<file path="config.mk">
export PLATFORM = sky130hd
export DESIGN_NAME = midi_uart_rx
export DESIGN_NICKNAME = d
export VERILOG_FILES = /design/src/rtl/midi_uart_rx_pkg.sv /design/src/rtl/midi_uart_rx_baud_tick.sv /design/src/rtl/midi_uart_rx.sv
export SDC_FILE = /design/constraint.sdc
export NUM_CORES = 1
export LEC_CHECK = 0
export CORE_AREA = 2 2 57 59
export CTS_BUF_LIST = sky130_fd_sc_hd__clkbuf_2 sky130_fd_sc_hd__clkbuf_4 sky130_fd_sc_hd__clkbuf_8
export DETAILED_ROUTE_END_ITERATION = 12
export DIE_AREA = 0 0 59 61
export DONT_BUFFER_PORTS = 1
export PLACE_DENSITY = 0.71
export SLEW_MARGIN = 20
export SYNTH_ARGS = -nofsm -noshare
export SYNTH_HDL_FRONTEND = slang
export SYNTH_SLANG_ARGS = --single-unit
</file>
<file path="constraint.sdc">
create_clock -name clk_sys -period 2.2 [get_ports clk_sys]
set_clock_uncertainty 0.2 [all_clocks]
set_input_delay 0.11 -clock clk_sys [delete_from_list [all_inputs] [get_ports clk_sys]]
set_output_delay 0.11 -clock clk_sys [all_outputs]
set_load 0.01 [all_outputs]
</file>
<file path="src/rtl/midi_uart_rx_pkg.sv">
// Shared types and constants for the MIDI IN receiver and its baud-tick divider.
// The divider rounding helper is kept here so the planned MIDI OUT side derives the same rate.
package midi_uart_rx_pkg;

   typedef enum logic [1:0] {
      URX_IDLE,
      URX_START,
      URX_DATA,
      URX_STOP
   } uart_rx_state_t;

   localparam int MIDI_BAUD      = 31250;
   localparam int MIDI_SYSCLK    = 21477270;
   localparam int URX_OVERSAMPLE = 16;

   // Sample-counter positions used for the three-sample majority vote
   localparam logic [3:0] URX_S_VOTE_A = 4'd7;
   localparam logic [3:0] URX_S_VOTE_B = 4'd8;
   localparam logic [3:0] URX_S_DECIDE = 4'd9;

   function automatic int baud_div(input int clk_hz, input int baud, input int os);
      return (clk_hz + (baud * os) / 2) / (baud * os);
   endfunction

   function automatic logic maj3(input logic a, input logic b, input logic c);
      return (a & b) | (a & c) | (b & c);
   endfunction

endpackage

</file>
<file path="src/rtl/midi_uart_rx_baud_tick.sv">
// Oversample tick generator: one-cycle tick every DIV clk_sys cycles.
// restart realigns the tick phase so the first tick lands DIV cycles later.
module uart_baud_tick
   import midi_uart_rx_pkg::*;
#(
   parameter int sysCLK     = MIDI_SYSCLK,
   parameter int BAUD       = MIDI_BAUD,
   parameter int OVERSAMPLE = URX_OVERSAMPLE
) (
   input  logic clk_sys,
   input  logic reset,
   input  logic restart,
   output logic tick
);

   localparam int DIV   = baud_div(sysCLK, BAUD, OVERSAMPLE);
   localparam int CNT_W = (DIV > 1) ? $clog2(DIV) : 1;
   localparam logic [CNT_W-1:0] RELOAD = CNT_W'(DIV - 1);

   logic [CNT_W-1:0] r_cnt;
   logic             w_tc;

   assign w_tc = (r_cnt == '0);
   assign tick = w_tc;

   always_ff @(posedge clk_sys) begin
      if (reset || restart) begin
         r_cnt <= RELOAD;
      end else if (w_tc) begin
         r_cnt <= RELOAD;
      end else begin
         r_cnt <= r_cnt - 1'b1;
      end
   end

endmodule

</file>
<file path="src/rtl/midi_uart_rx.sv">
// MIDI IN 8N1 receiver: 2-FF synchroniser, 16x oversampling, 7/8/9 majority vote,
// byte presented with a one-cycle uart_rx strobe, bad stop bit flagged with frame_error.
//
//  state     | meaning
//  URX_IDLE  | waiting for a 1->0 edge on the synced line
//  URX_START | validating the start bit (glitch rejection)
//  URX_DATA  | shifting in 8 data bits, LSB first
//  URX_STOP  | checking the stop bit, then strobe byte or error
module midi_uart_rx
   import midi_uart_rx_pkg::*;
#(
   parameter int sysCLK     = MIDI_SYSCLK,
   parameter int BAUD       = MIDI_BAUD,
   parameter int OVERSAMPLE = URX_OVERSAMPLE
) (
   input  logic       clk_sys,
   input  logic       reset,
   input  logic       rx_enable,
   input  logic       rx_serial,
   output logic [7:0] uart_rx_data,
   output logic       uart_rx,
   output logic       frame_error,
   output logic       busy
);

   uart_rx_state_t r_state;
   uart_rx_state_t w_state_nxt;

   logic [1:0] r_sync;
   logic       r_prev;
   logic [3:0] r_s;
   logic [1:0] r_vote;
   logic [2:0] r_bit_idx;
   logic [7:0] r_shift;
   logic [7:0] r_data;
   logic       r_rx_stb;
   logic       r_ferr;

   logic w_line;
   logic w_tick;
   logic w_start;
   logic w_decide;
   logic w_bit;
   logic w_busy;
   logic w_rx_stb_nxt;
   logic w_ferr_nxt;

   uart_baud_tick #(
      .sysCLK     (sysCLK),
      .BAUD       (BAUD),
      .OVERSAMPLE (OVERSAMPLE)
   ) u_baud_tick (
      .clk_sys (clk_sys),
      .reset   (reset),
      .restart (w_start),
      .tick    (w_tick)
   );

   assign w_line   = r_sync[1];
   assign w_start  = (r_state == URX_IDLE) && rx_enable && r_prev && !w_line;
   assign w_decide = w_tick && (r_s == URX_S_DECIDE);
   assign w_bit    = maj3(r_vote[0], r_vote[1], w_line);

   always_ff @(posedge clk_sys) begin
      if (reset) begin
         r_state <= URX_IDLE;
      end else begin
         r_state <= w_state_nxt;
      end
   end

   always_comb begin
      w_state_nxt = r_state;
      case (r_state)
         URX_IDLE:  if (w_start) w_state_nxt = URX_START;
         URX_START: if (w_decide) w_state_nxt = w_bit ? URX_IDLE : URX_DATA;
         URX_DATA:  if (w_decide && (r_bit_idx == 3'd7)) w_state_nxt = URX_STOP;
         URX_STOP:  if (w_decide) w_state_nxt = URX_IDLE;
         default:   w_state_nxt = URX_IDLE;
      endcase
      if (!rx_enable) begin
         w_state_nxt = URX_IDLE;
      end
   end

   // Strobes are computed here and registered below, so they land one clk after the decision
   always_comb begin
      w_busy       = (r_state != URX_IDLE);
      w_rx_stb_nxt = 1'b0;
      w_ferr_nxt   = 1'b0;
      if ((r_state == URX_STOP) && w_decide && rx_enable) begin
         w_rx_stb_nxt = w_bit;
         w_ferr_nxt   = !w_bit;
      end
   end

   always_ff @(posedge clk_sys) begin
      if (reset) begin
         r_sync    <= 2'b11;
         r_prev    <= 1'b1;
         r_s       <= '0;
         r_vote    <= '0;
         r_bit_idx <= '0;
         r_shift   <= '0;
         r_data    <= '0;
         r_rx_stb  <= 1'b0;
         r_ferr    <= 1'b0;
      end else begin
         r_sync   <= {r_sync[0], rx_serial};
         r_prev   <= w_line;
         r_rx_stb <= w_rx_stb_nxt;
         r_ferr   <= w_ferr_nxt;
         if (w_rx_stb_nxt) begin
            r_data <= r_shift;
         end
         if (w_start) begin
            r_s       <= '0;
            r_bit_idx <= '0;
            r_shift   <= '0;
         end else if (w_tick && (r_state != URX_IDLE)) begin
            r_s <= r_s + 1'b1;
            if (r_s == URX_S_VOTE_A) r_vote[0] <= w_line;
            if (r_s == URX_S_VOTE_B) r_vote[1] <= w_line;
            if ((r_s == URX_S_DECIDE) && (r_state == URX_DATA)) begin
               r_shift   <= {w_bit, r_shift[7:1]};
               r_bit_idx <= r_bit_idx + 1'b1;
            end
         end
      end
   end

   assign uart_rx_data = r_data;
   assign uart_rx      = r_rx_stb;
   assign frame_error  = r_ferr;
   assign busy         = w_busy;

endmodule

</file>
Yosys cells after proc, flatten, opt, wreduce, memory -nomap -nowiden. Cells that the tools add are included.

$add $sub $neg: 3. Muxes and demuxes: 7. Equal/unequal tests: 11. Reductions and logical operators: 23. Bitwise gates (word level): 8.

Operators by type and width (number): $mux W2 (5); $logic_and A1 B1 Y1 (9); $eq A4 B4 Y1 const B (2); $pmux W2 S4 (1); $reduce_or A2 Y1 (4); $logic_not A6 Y1 (1); $ne A2 B2 Y1 const B (3); $reduce_and A3 Y1 (2); $sub A6 B1 Y6 const B (1); $add A4 B1 Y4 const B (1); $eq A2 B2 Y1 const B (2); $eq A4 B3 Y1 const B (1); $reduce_and A4 Y1 (1); $add A3 B1 Y3 const B (1); $and A1 B1 Y1 (3); $eq A3 B3 Y1 const B (1); $not A1 Y1 (3); $eq A2 B1 Y1 const B (1); $logic_not A1 Y1 (2); $logic_not A2 Y1 (1); $ne A2 B1 Y1 const B (1); $or A1 B1 Y1 (2); $reduce_and A2 Y1 (1); $reduce_bool A2 Y1 (1); 2 further kinds (2).

Word-level logic and storage cells: 64. Register bits after elaboration: 38. Input bits: 4. Output and inout bits: 11.

Longest topological paths before layout.
Depth in word-level cells: 6. Mapped depth: 7. Gate-level depth less buffers: 6.

Cells and area by module. A second synthesis with hierarchy kept.

Cells, all modules: 188. Area total of the unflattened synthesis: 1690.4 µm².

By module, submodules not included: midi_uart_rx (area each 1371.3 µm², instances 1, sequential area each 640.6 µm², cells each 158); uart_baud_tick (area each 319.1 µm², instances 1, sequential area each 120.1 µm², cells each 30).

Worst setup path before layout. Ideal clock, no wire load.

Kind: reg2reg. From: register u_baud_tick.r_cnt[0]. To: register r_vote[0]. Cell stages (with the launch flop): 7. Buffers on the path: 0. Path slack: 0.322 ns. Data arrival time: 1.607 ns. Clock period less this slack: 1.878 ns. Setup time: 0.072 ns. Cell sequence: dfxtp_1 > inv_1 > ha_1 > or4b_4 > nor4b_4 > and3b_1 > mux2i_1.

Word-level cells in the longest chain between the ends: 3.

Ends and longest elaborated chain: start: declaration (RTL line midi_uart_rx_baud_tick.sv:20) `logic [CNT_W-1:0] r_cnt;`; start signal: assignment (RTL line midi_uart_rx_baud_tick.sv:32) `r_cnt <= r_cnt - 1'b1;`; $logic_not A6 Y1 (RTL line midi_uart_rx_baud_tick.sv:23) `assign w_tc = (r_cnt == '0);`; $logic_and A1 B1 Y1 (RTL line midi_uart_rx.sv:120) `end else if (w_tick && (r_state != URX_IDLE)) begin`; $reduce_and A3 Y1 (no source line); end signal: assignment (RTL line midi_uart_rx.sv:122) `if (r_s == URX_S_VOTE_A) r_vote[0] <= w_line;`; end: declaration (RTL line midi_uart_rx.sv:32) `logic [1:0] r_vote;`.

Every way passes these cells. A chain may end at the register's enable or synchronous reset.

Worst setup path in the final report. Same ends and word-level chain as after synthesis.

==> impl_summary.txt <==
----------------------------------------------------
[Layout]
  Area delta synth->final ... 7.97%
  Core utilization of the finished layout ... around three fifths
  Share of final-layout standard cells stronger than drive strength 1 ... between 10% and 20%
  Summed area of non-filler cells in the final layout ... ~1800 sq um
  Area of combinational cells with multiple inputs ... around 830 sq um
  Total of fill cells in the finished design ... between 200 and 300
  # diodes ... 0
  Final net count ... around 190
  Register cell area after layout ... ~760 sq um

[STA]
  Slew @ Worst Pin ... roughly 0.5 ns
  # setup viols final ... 0
  Number of pins exceeding their max-slew limit in the final report ... 0
  Share of the cycle needed by the critical path after routing ... between 90% and 100%
  Maximum frequency from static timing analysis ... between 0.4 and 0.5 GHz
  Fin crit period ... slightly above 2 ns
  Hold Worst Slack ... between 0.02 and 0.025 ns
  Crit path setup slack, layout ... ~0.18 ns
  Count of endpoints failing hold in the final timing report ... 0
  Worst relative slew slack ... around two thirds
  Setup TNS Final ... 0 ns
  RSZ-0062 raised after global routing ... false

[Floorplanning]
  Full die area ... between 3000 and 4000 sq um
  Initial core utilization ... between 50% and 60%
  Core footprint ... 2950 sq um
  Floorplan die width ... 59 um
  I/O pin total ... 15
  Num rows ... 20
  Chip height ... approximately 61 um

[Placement]
  Area after DPL ... roughly 1700 sq um
  Number of input and output port buffers inserted ... 0
  HPWL after detailed placement ... ~2100 um
  Gpl congestion ... 0.786
  Setup slack at placement ... just over 0.2 ns

[Clock tree]
  Maximum clock insertion buffer count ... 2
  Hold buffer count at CTS ... 3
  Clock tree from TritonCTS ... done
  Insertion delay to the later sink of the worst-skew pair ... ~0.35 ns
  Clock transition at the register clock pins on the worst setup and hold paths after CTS ... ~0.1 ns
  Post-CTS Setup Repair Bufs ... 0
  Total clock sinks ... 38
  Root cell of the clock tree ... sky130_fd_sc_hd__clkbuf_4
  Post-CTS resize count ... 0
  H-tree depth ... 2
  Number of CTS-inserted buffers ... 5

[Synthesis]
  Commonest cells in the synthesized netlist ... 38 x sky130_fd_sc_hd__dfxtp_1, 25 x sky130_fd_sc_hd__nor2_1, 14 x sky130_fd_sc_hd__mux2i_1, 10 x sky130_fd_sc_hd__a21oi_1, 9 x sky130_fd_sc_hd__o21ai_0
  Number of distinct library cells after synthesis ... 37
  Number of flip-flops and latches in the synthesized netlist ... 38
  Synth Cell Area ... approximately 1600 sq um
  Number of enable flip-flop cells after synthesis ... 0
  Most common cell in the netlist ... sky130_fd_sc_hd__dfxtp_1
  Top FF cell, synth ... sky130_fd_sc_hd__dfxtp_1
  Gate count after technology mapping ... around 170
  Largest cells by area after synthesis ... sky130_fd_sc_hd__dfxtp_1 46%, sky130_fd_sc_hd__mux2i_1 8.5%, sky130_fd_sc_hd__nor2_1 5.7%
  Share of synthesized area occupied by flip-flops and latches ... a little under half
  Synth async-reset ratio ... 0%
  Total number of yosys warnings ... 0
  Mapped Nets ... 180
  Share of the synthesized area in the top cell type ... between 40% and 50%
  Post-synthesis cell type with the largest combined area ... sky130_fd_sc_hd__dfxtp_1
  Synthesized area per cell ... between 9 and 10 sq um

[Setup path]
  Required time of the critical path ... between 2 and 2.5 ns
  Arrival time of data at the critical path endpoint ... 2.10 ns
  Kind of start point of the critical path ... flop
  Kind of end point of the critical path ... flop
  Worst r2r path cells ... 6
  Critical setup path kind ... flop to flop
  Highest fanout seen on the critical path ... 5

[Route]
  Total via count in the routed design ... about 1200
  Starting DRT DRC Count ... 50
  DRC violation count after routing ... 0
  Average wire length per cell after detail routing ... between 10 and 15 um
  Detailed Routing Iterations Pass 1 ... 4
  Average via count per standard cell ... between 5 and 6
  Routed WL ... ~2900 um
  Antenna-violating nets left ... 0

[Hold path]
  Hold Path Depth ... 3
  Tightest Hold Check Type ... input pin to flop

[Global route]
  Total GRT Usage ... a little under a fifth
  Congestion Overflow GR ... 0
  Via count of the first global-routing pass ... 1141
  First-pass GRT wire length ... 4850 um
  Maximum number of pins on one net before global-route repair ... 18
  Antenna violations before repair ... 0

[Run]
  Max Cap Viol ... 0

[Power]
  Clock Power Share ... a little under 40%
  Sw Ratio ... between 20% and 30%
  Switching power of the nets ... roughly 260 uW
  Worst vdd ir ... 0.412 mV
  Internal power of the cells ... 989 uW
  Relative contribution of sequential cells to total power ... a little under three fifths
  Total leakage power ... between 0.0007 and 0.0008 uW
  Power per standard cell area ... roughly 700 nW/um^2
  Share of total power in combinational logic ... around 4.3%

[Outcome]
  Outcome ... finished, final reports clean

----------------------------------------------------
==> registers in the layout, summed over array words and instances (netlist names), named ones only <==
signal	flops
r_vote	2
frame_error	1
uart_rx_data	8
r_bit_idx	3
u_baud_tick.r_cnt	6
r_state	1
r_sync	2
uart_rx	1
r_prev	1
r_s	4
r_shift	8
==> worst max-delay path, cell delays in order (launching register included) <==
cell	delay [ns]
sky130_fd_sc_hd__dfxtp_1	0.33
sky130_fd_sc_hd__inv_1	0.09
sky130_fd_sc_hd__ha_1	0.16
sky130_fd_sc_hd__or4b_4	0.52
sky130_fd_sc_hd__nor4b_4	0.26
sky130_fd_sc_hd__and3b_1	0.22
sky130_fd_sc_hd__mux2i_1	0.18
==> final timing paths <==
| kind | start | to | slack [ns] |
|---|---|---|---|
| hold / removal | rx_enable | uart_rx_data[1] | 0.02 |
| hold reg to reg | r_sync[0] | r_sync[1] | 0.23 |
| setup reg to reg | u_baud_tick.r_cnt[0] | r_vote[0] | 0.18 |
| setup / recovery | u_baud_tick.r_cnt[0] | r_vote[0] | 0.18 |
==> per-stage QoR <==
stage / cells / power (uW)
after floorplan: 169 / 768
after global placement: 197 / 773
after detailed placement: 197 / 778
after CTS: 207 / 1260
after global routing: 207 / 1290
final: 207 / 1250
==> cells in the final DEF, fill, tap and decap left out, drive strengths merged <==
master	n
dlygate4sd3	3
a21o	1
maj3	1
o21ai	9
or4b	1
nand3b	1
nand2b	1
nor4	2
and3b	2
a21oi	10
nand4b	1
a221oi	1
and2	1
xor2	3
and3	1
or2	4
and4bb	1
or3	2
xnor2	5
nand2	5
nor3	2
clkbuf	6
inv	6
bufinv	1
buf	2
nand3	5
ha	7
dfxtp	38
nor2	26
nor4b	2
mux2i	14
nand4	8
or2b	2
==> logic make-up (layout without fill, tap and decap cells) <==
kind of cell,Yosys count,count (layout),share of synthesized area (%)
XOR/XNOR,8,8,4.25
buffers and inverters,13,18,3.57
adder cells (fa/ha/maj),8,8,5.92
multiplexers,14,14,8.50
AO/OA/AOI/OAI,21,21,6.75
AND/OR/NAND/NOR,67,67,24.9
flip-flops,38,38,46.1
==> layer usage <==
| layer | global-route usage [%] | routed length [um] |
|---|---|---|
| met1 | 20.6 | 1300 |
| met2 | 30.8 | 1420 |
| met3 | 5.33 | 92 |
| met4 | 10.7 | 51 |
| met5 | 0 | 0 |
==> power groups by stage <==
stage	registers [uW]	clock network, uW	logic (uW)
final	716	482	53.6
after detailed placement	732	0	46.2
after CTS	716	491	54.5
after global routing	718	513	60.9
after global placement	731	0	41.6
after floorplan	726	0	41.8
==> cell type report <==
class | instances | area share, %
Sequential cell | 38 | 42.7
Multi-Input combinational cell | 118 | 46.6
Timing Repair Buffer | 5 | 2.53
Clock inverter | 1 | 1.69
Tap cell | 33 | 2.32
Inverter | 6 | 1.26
Clock buffer | 6 | 2.88
No activity file was read; power rests on OpenSTA's default activity.
